## src/rtl/rc4_pkg.sv

```systemverilog
// rc4_pkg: shared RC4 state encoding, array size and key-byte select
package rc4_pkg;

    localparam int S_SIZE             = 256;
    localparam int DEFAULT_KEY_LENGTH = 3;

    typedef enum logic [3:0] {
        IDLE,
        READ_I,
        WAIT_I,
        CALC_J,
        READ_J,
        WAIT_J,
        WRITE_I,
        WRITE_J,
        NEXT,
        DONE
    } state_t;

    // Byte 0 is the most significant byte of a len-byte key.
    function automatic logic [7:0] key_byte(input logic [8*S_SIZE-1:0] key, input int len, input int k);
        return key[8*(len-k)-1 -: 8];
    endfunction

endpackage

```

## src/rtl/ksa_shuffler.sv

```systemverilog
// ksa_shuffler: RC4 key-scheduling permutation of the shared S-RAM
module ksa_shuffler
    import rc4_pkg::*;
#(
    parameter int KEY_LENGTH = DEFAULT_KEY_LENGTH
) (
    input  logic                    clk,
    input  logic                    reset,
    input  logic                    start,
    input  logic [8*KEY_LENGTH-1:0] secret_key,
    input  logic [7:0]              ram_out,
    output logic [7:0]              address,
    output logic [7:0]              ram_in,
    output logic                    write_enable,
    output logic                    finished
);

    state_t     state, next_state;
    logic [7:0] i, j, si, sj, kidx, kb;
    logic       settle;

    assign kb = key_byte((8*S_SIZE)'(secret_key), KEY_LENGTH, int'(kidx));

    // Datapath registers; NEXT dwells two cycles to give the nine-cycle iteration cadence.
    always_ff @(posedge clk) begin
        if (reset) begin
            state  <= IDLE;
            i      <= '0;
            j      <= '0;
            si     <= '0;
            sj     <= '0;
            kidx   <= '0;
            settle <= 1'b0;
        end else begin
            state <= next_state;
            if (state == WAIT_I) si <= ram_out;
            if (state == CALC_J) j <= j + si + kb;
            if (state == WAIT_J) sj <= ram_out;
            if (state == NEXT) settle <= ~settle;
            if (state == NEXT && settle && i != 8'hFF) begin
                i    <= i + 8'd1;
                kidx <= (kidx == 8'(KEY_LENGTH - 1)) ? '0 : kidx + 8'd1;
            end
            if (state == DONE && !start) begin
                i    <= '0;
                j    <= '0;
                kidx <= '0;
            end
        end
    end

    // Next-state sequencing through read, swap and advance phases.
    always_comb begin
        next_state = state;
        unique case (state)
            IDLE:    next_state = start ? READ_I : IDLE;
            READ_I:  next_state = WAIT_I;
            WAIT_I:  next_state = CALC_J;
            CALC_J:  next_state = READ_J;
            READ_J:  next_state = WAIT_J;
            WAIT_J:  next_state = WRITE_I;
            WRITE_I: next_state = WRITE_J;
            WRITE_J: next_state = NEXT;
            NEXT:    next_state = !settle ? NEXT : (i == 8'hFF ? DONE : READ_I);
            DONE:    next_state = start ? DONE : IDLE;
            default: next_state = IDLE;
        endcase
    end

    // RAM bus decoded from state and registered indices only.
    always_comb begin
        address      = (state == READ_J || state == WRITE_J) ? j : i;
        ram_in       = (state == WRITE_I) ? sj : (state == WRITE_J) ? si : 8'h00;
        write_enable = (state == WRITE_I) || (state == WRITE_J);
        finished     = (state == DONE);
    end

endmodule

```

## config.mk

```make
export PLATFORM = sky130hd
export DESIGN_NAME = ksa_shuffler
export DESIGN_NICKNAME = d
export VERILOG_FILES = /design/src/rtl/rc4_pkg.sv /design/src/rtl/ksa_shuffler.sv
export SDC_FILE = /design/constraint.sdc
export NUM_CORES = 1
export LEC_CHECK = 0
export BUFFER_PORTS_ARGS = -buffer_cell sky130_fd_sc_hd__buf_2
export CORE_MARGIN = 1
export CORE_UTILIZATION = 30
export CTS_CLUSTER_SIZE = 10
export DETAILED_ROUTE_END_ITERATION = 12
export GPL_TIMING_DRIVEN = 1
export PLACE_DENSITY = 0.54
export SETUP_SLACK_MARGIN = 0.1
export SYNTH_ARGS = -nofsm -noshare
export SYNTH_HDL_FRONTEND = slang
export SYNTH_SLANG_ARGS = --single-unit
```

## constraint.sdc

```tcl
create_clock -name clk -period 3.3 [get_ports clk]
set_clock_uncertainty 0.15 [all_clocks]
set_input_delay 0.99 -clock clk [delete_from_list [all_inputs] [get_ports clk]]
set_output_delay 0.99 -clock clk [all_outputs]
set_load 0.02 [all_outputs]
```

# Word-level counts from Yosys, hierarchy flattened
# Cells that the tools add are included.
# classes
bitwise_logic	1
reduce_logical	8
order_cmp	0
n_addsub	6
eq_ne	12
mux	9
shifts	1
n_div	0
multipliers	0
# ops
op	count
2055-bit by 13-bit variable part select with 8-bit output	1
4-bit case mux with 10 select lines	1
8-bit two-way mux	4
8-bit by 1-bit adder with 8-bit output, second input constant	2
8-bit adder	2
4-bit by 3-bit equality test with 1-bit output, second input constant	4
12-bit by 2-bit subtractor with 13-bit output, second input constant	1
4-bit two-way mux	3
2-bit by 8-bit subtractor with 9-bit output, first input constant	1
4-bit by 2-bit equality test with 1-bit output, second input constant	2
4-bit equality test, second input constant	2
8-bit by 2-bit equality test with 1-bit output, second input constant	1
8-bit equality test, second input constant	1
8-bit != test, second input constant	1
4-bit by 1-bit equality test with 1-bit output, second input constant	1
4-bit logical NOT	1
1-bit logical AND	3
1-bit logical OR	2
2-bit OR reduction	1
1-bit logical NOT	1
1-bit two-way mux	1
1-bit inverter	1
# word_totals
reg_bits	45
rom_bits	0
latchBits	0
n_memories	0
mem_bits_rw	0
output_inout_bits	18
wordCells	44
inputBits	35

# Longest topological paths before layout
# Gate-level depths: netlist (run 1).
# depth
ltp_word	4
mapped_depth	14
depth_no_buf	14

# Worst setup path before layout (run 1)
# Ideal clock, no wire load.
# synth_timing
path_type	input to register
from	input secret_key[1]
to	register j[7]
setup_time_ns	0.079
setup_slack_ns	-0.184
t_required_ns	3.071
stages	12
arrival_time_ns	3.255
path_cell_list	mux2i_1 -> nor2_1 -> a21oi_1 -> nor2_1 -> fa_1 -> ha_1 -> fa_1 -> a211oi_1 -> o21bai_1 -> a21oi_1 -> xnor3_1 -> a211oi_2
# synth_between
elab_chain_cells	2
# synth_rtl
item	line	source
start: declaration	ksa_shuffler.sv:10	input logic [8*KEY_LENGTH-1:0] secret_key,
2055-bit by 13-bit variable part select with 8-bit output	rc4_pkg.sv:22	return key[8*(len-k)-1 -: 8];
8-bit adder	ksa_shuffler.sv:37	if (state == CALC_J) j <= j + si + kb;
end signal: assignment	ksa_shuffler.sv:37	
end: declaration	ksa_shuffler.sv:19	logic [7:0] i, j, si, sj, kidx, kb;
# Every way passes these cells.
# A chain may end at the register's enable or synchronous reset.

# Final worst setup path (run 1)
# Ends and elaborated chain as after synthesis.

==> results.toml, run 1 <==
[cells_and_area]
layout_common_cells = "50 x buf_2, 48 x nor2_1, 43 x dfxtp_1, 33 x nand2_1, 27 x mux2i_1"
drive_above_1_share_pct = 29.5
fin_cells = 477
diodes = 0
final_nets = 422
syn2layout_area_growth_pct = 22.2
final_common_cell = "buf_2"

[cts]
cts_root_buf = "clkbuf_8"
numCtsBuffers = 5
htreeDepth = 2
cts.sink_count = 45
clk-insertion-delay-late_ns = 0.30
clkSlewWorstSetupHoldPaths_ns = 0.08
clk_path_buf_depth = 2
cts_tree = "yes"

[logic_synthesis]
synth_compound_area_share_pct = 10.2
yosys.area.top_type = "dfxtp_1"
synth_top_family_by_area = "simple AND/OR/NAND/NOR gates"
netlist.area_leader.share_pct = 32.4
yosysWarningCount = 0
synth_edf_count = 0
avgSynthCellArea_um2 = 9.00
synthSimpleGateAreaFrac_pct = 21.8
synth.ff_latch_count = 45
netlist_area_um2 = 2780
ys_types = 46
synth_nets = 363
ys.flop_type = "dfxtp_1"
synth_xor_xnor_area_share_pct = 7.43
async_flop_share_pct = 0
synth.area.mux_share_pct = 13.4
synth_cells = 309
synthAdderAreaFrac_pct = 10.7
synth-seq-area-share_pct = 32.4
synth_area_leaders = "dfxtp_1 32%, mux2i_1 9.7%, nor2_1 6.8%"

[global_route]
grt_first_pass_wirelength_mm = 10.9
grt_pass1_vias = 2201
antenna_found_initial = 0
grt_max_degree = 23
grt_overflow = 0
grtUsageTotal_pct = 14.2

[drt]
ant_nets = 0
routedWlPerCell_um = 13.8
route.vias.total = 2287
drt_wl_total_mm = 6.59
drc = 6
drtIter0Drc = 55
vias_per_cell = 4.79
drt-pass1-iter-count = 8

[critical_path]
crit_type = "input pin to register"
cp_max_fo = 2
crit_path_end_kind = "register"
cpMaxStageDelayCell = "fa_1"
start_kind = "input pin"
max_stage_delay_ns = 0.44
crit_required_ns = 3.37
cp_cell_sequence = "buf_6, mux2i_1, nor2_1, a21oi_2, nor2_4, fa_1, ha_2, fa_2, a211oi_2, o21bai_1, a21oi_1, xnor3_1, a211oi_2"
critical_path_arrival_ns = 3.33
path_common_cell = "a211oi_2"

[power_and_ir_drop]
seqPwrFrac_pct = 47.3
p_sw_uw = 321
comb_power_share_pct = 17.3
p_sw_share_pct = 26.0
p_per_area_nw_per_um2 = 363
p_total_uw = 1230
clock_power_share_pct = 35.5
p_leak_uw = 0.00140
irDropWorstVdd_mv = 0.137
intPower_uw = 912

[sta]
fin_tns_setup_ns = 0
worstMarginPinSlew_ns = 0.805
final_hold_viol_count = 0
finalCritPeriodShare_pct = 98.7
grt_setup_unrepaired = "yes"
fmax_ghz = 0.307
final_max_slew_viol_count = 0
setup_violations = 0
fin_ws_ns = 0.0425
fin_crit_ns = 3.26
timing.slew.headroom_pct = 46.2

[die]
dieArea_um2 = 9660
num_rows = 34
die_w_um = 98.3
fp.coreArea_um2 = 8850
initial_core_util_pct = 31.4
boundaryPins = 53
die_y_um = 98.3

[place]
hpwl_mm = 5.10
gp_congestion = 0.816
dp_slack_ns = -0.313
dp.cells = 467
numPortBuffers = 52

[run_status]
violations = "design-rule violations"
outcome = "finished, violations left"

[min_path]
worstHoldPathType = "register to register"

[run]
cap_violations = 0
-- through the flow --
step / hold slack (ns) / cell area (µm²) / util (%)
3_3_place_gp: 0.323 / 3210 / 36.3
3_5_place_dp: 0.330 / 3210 / 36.3
5_1_grt: 0.372 / 3400 / 38.4
6_report: 0.340 / 3400 / 38.4
2_1_floorplan: 0.299 / 2790 / -
4_1_cts: 0.343 / 3360 / 38.0
-- kinds of logic (layout without fill, tap and decap cells) --
kind of cell | count (synthesis) | count (layout)
AO/OA/AOI/OAI | 44 | 44
AND/OR/NAND/NOR | 119 | 119
multiplexers | 36 | 36
adder cells (fa/ha/maj) | 19 | 19
buffers and inverters | 24 | 84
flip-flops | 45 | 45
XOR/XNOR | 22 | 22
-- final cells by class --
cell class	instances	area (µm²)
fill	918	5450
multi-input combinational	240	1810
sequential	45	903
timing repair buffer	68	397
tap	108	135
clock buffer	6	82.6
clock inverter	2	37.5
inverter	8	30.0
-- worst max-delay path, delay by kind of cell --
kind	cells	cell delay, ns
AND/OR/NAND/NOR	2	0.12
buffers and inverters	1	0.09
XOR/XNOR	1	0.24
adder cells (fa/ha/maj)	3	1.01
multiplexers	1	0.13
AO/OA/AOI/OAI	5	0.77
-- timing repair --
action	4_1_cts	5_1_grt
pin swaps	7	3
gates resized for setup	6	9
hold endpoints to repair	0	0
setup buffers	1	1
endpoints found under the setup margin	4	12
cloned	0	0
hold buffers	0	0
-- final timing paths --
path                                     from  slack (ns)  cells after the start  endpoint
worst max-delay path            secret_key[1]        0.04                     13      j[7]
worst min-delay path                    si[7]        0.34                      2     si[7]
worst max register to register        kidx[2]        0.15                     13      j[7]
worst min register to register          si[7]        0.34                      2     si[7]
-- layer usage --
metal | up-vias | track usage [%] | part of all wire [%]
met5 | - | 0 | 0
met3 | 4 | 2.22 | 3.4
met1 | 1067 | 19.8 | 50
li1 | 1172 | - | -
met4 | 0 | 3.79 | 0.99
met2 | 44 | 22.8 | 46
-- cells in the mapped netlist (all sizes together) (2+ instances only) --
master / number
nor2: 51
dfxtp: 45
nand2: 33
mux2i: 27
a21oi: 23
xnor2: 15
buf: 11
ha: 11
mux2: 9
nor3: 9
fa: 8
inv: 8
o21ai: 7
xor2: 6
a211oi: 5
clkbuf: 5
nand3: 5
nand2b: 3
nand4: 3
a21o: 2
nand3b: 2
nor4: 2
nor4b: 2
or3: 2
-- registers in the layout, summed over array words and instances (netlist names) --
name / count
settle: 1
i: 8
j: 8
sj: 8
kidx: 8
si: 8
state: 4
-- power by group through the flow --
stage / registers [µW] / logic (µW) / clock network, µW
global placement: 595 / 204 / 0
floorplan: 582 / 151 / 0
finish: 583 / 213 / 437
CTS: 583 / 210 / 459
detailed placement: 596 / 207 / 0
global route: 586 / 240 / 479
Note: power is estimated with default switching activity, not from simulation.
==> run 2, diff against run 1 <==
Settings changed: SETUP_SLACK_MARGIN 0.1 to not set.
==> run 2 against run 1 <==
  * The run still ends with design-rule violations left
  * Power decreased by 0.46%
  * Global-route usage is 0.061 points lower
  * Final cell count fell by 0.42%
  * Non-clock buffer count fell by 2
  * Setup slack gained 0.028 ns
  * Flip-flop and latch count unchanged
  * Routed wire length fell by 0.41%
  * Register-to-register slack got worse by 0.03 ns
  * Highest routed layer unchanged
==> results.toml, run 2 (synthesized netlist as in run 1, its figures left out) <==
[cts]
cts.sink_count = 45
cts_tree = "yes"
htreeDepth = 2
clk-insertion-delay-late_ns = 0.30
numCtsBuffers = 5
cts_root_buf = "clkbuf_8"
hold_buffers = 0
clk_path_buf_depth = 2
clkSlewWorstSetupHoldPaths_ns = 0.08

[power_and_ir_drop]
p_leak_uw = 0.00138
intPower_uw = 908
seqPwrFrac_pct = 47.5
p_sw_uw = 319
p_total_uw = 1230
p_sw_share_pct = 26.0
irDropWorstVdd_mv = 0.137
p_per_area_nw_per_um2 = 366
comb_power_share_pct = 16.9
clock_power_share_pct = 35.6

[cells_and_area]
drive_above_1_share_pct = 28.6
final_util_pct = 37.9
layout_common_cells = "52 x buf_2, 48 x nor2_1, 43 x dfxtp_1, 33 x nand2_1, 27 x mux2i_1"
diodes = 0
final_nets = 420
final_common_cell = "buf_2"
fin_cells = 475
syn2layout_area_growth_pct = 20.7

[drt]
routedWlPerCell_um = 13.8
drc = 6
drtIter0Drc = 62
vias_per_cell = 4.80
route.vias.total = 2281
drt_wl_total_mm = 6.56
ant_nets = 0
drt-pass1-iter-count = 8

[run_status]
violations = "design-rule violations"
outcome = "finished, violations left"

[sta]
setup_violations = 0
grt_setup_unrepaired = "yes"
final_hold_viol_count = 0
timing.slew.headroom_pct = 46.2
holdWs_ns = 0.340
finalCritPeriodShare_pct = 97.9
worstMarginPinSlew_ns = 0.805
fin_tns_setup_ns = 0
fmax_ghz = 0.310
final_max_slew_viol_count = 0
fin_crit_ns = 3.23

[global_route]
grt_pass1_vias = 2193
grt_overflow = 0
antenna_found_initial = 0
grtUsageTotal_pct = 14.1
grt_first_pass_wirelength_mm = 10.9
grt_max_degree = 23

[place]
dp.cells = 467
numPortBuffers = 52
gp_congestion = 0.816
hpwl_mm = 5.10

[critical_path]
cp_max_fo = 2
critical_path_arrival_ns = 3.30
rr_worst_depth = 13
crit_type = "input pin to register"
start_kind = "input pin"
crit_required_ns = 3.37
crit_path_end_kind = "register"

[min_path]
worstHoldPathType = "register to register"
holdPathStages = 2

[die]
boundaryPins = 53
dieArea_um2 = 9660
fp.coreArea_um2 = 8850
die_y_um = 98.3
initial_core_util_pct = 31.4
die_w_um = 98.3
num_rows = 34

[run]
cap_violations = 0
==> run 2: power by group through the flow <==
| stage | Sequential, µW | Combinational, µW | Clock [µW] |
|---|---|---|---|
| final | 583 | 207 | 437 |
| after global routing | 586 | 233 | 479 |
| after CTS | 583 | 208 | 459 |
| after detailed placement | 596 | 207 | 0 |
| after global placement | 595 | 204 | 0 |
| after floorplan | 582 | 151 | 0 |
==> run 2: repair_timing <==
action / 4_1_cts / 5_1_grt
gates resized for setup: 1 / 7
gates cloned: 0 / 0
pin swaps: 0 / 2
setup endpoints to repair: 1 / 4
buffers inserted: 0 / 0
==> run 2: metrics by stage <==
stage	cell area, µm²	setup WS [ns]
floorplan	2790	-0.0632
global placement	3210	-0.237
detailed placement	3210	-0.313
CTS	3340	0.0145
global route	3350	-0.172
finish	3350	0.0709
==> run 2: worst max-delay path: stages <==
cell      delay (ns)
buf_2           0.10
mux2i_1         0.13
nor2_1          0.06
a21oi_2         0.12
nor2_2          0.06
fa_1            0.43
ha_2            0.20
fa_2            0.37
a211oi_2        0.19
o21bai_1        0.09
a21oi_1         0.16
xnor3_1         0.24
a211oi_2        0.17
==> run 2: area by class of cell <==
class / instances / area [µm²]
Tap cell: 108 / 135
Fill cell: 927 / 5490
Timing Repair Buffer: 66 / 365
Clock buffer: 6 / 82.6
Multi-Input combinational cell: 240 / 1800
Clock inverter: 2 / 37.5
Inverter: 8 / 30.0
Sequential cell: 45 / 903
==> run 2: final timing paths <==
kind | from | to | slack, ns
setup reg to reg | kidx[2] | j[7] | 0.12
hold reg to reg | si[7] | si[7] | 0.34
hold / removal | si[7] | si[7] | 0.34
setup / recovery | secret_key[1] | j[7] | 0.07
==> run 2: routing by layer <==
layer | share of wire (%) | wire (µm) | GRT usage [%]
met5 | 0 | 0 | 0
met1 | 49 | 3220 | 19.6
met3 | 4.1 | 266 | 2.22
met4 | 0.99 | 65 | 3.79
met2 | 46 | 3010 | 22.8
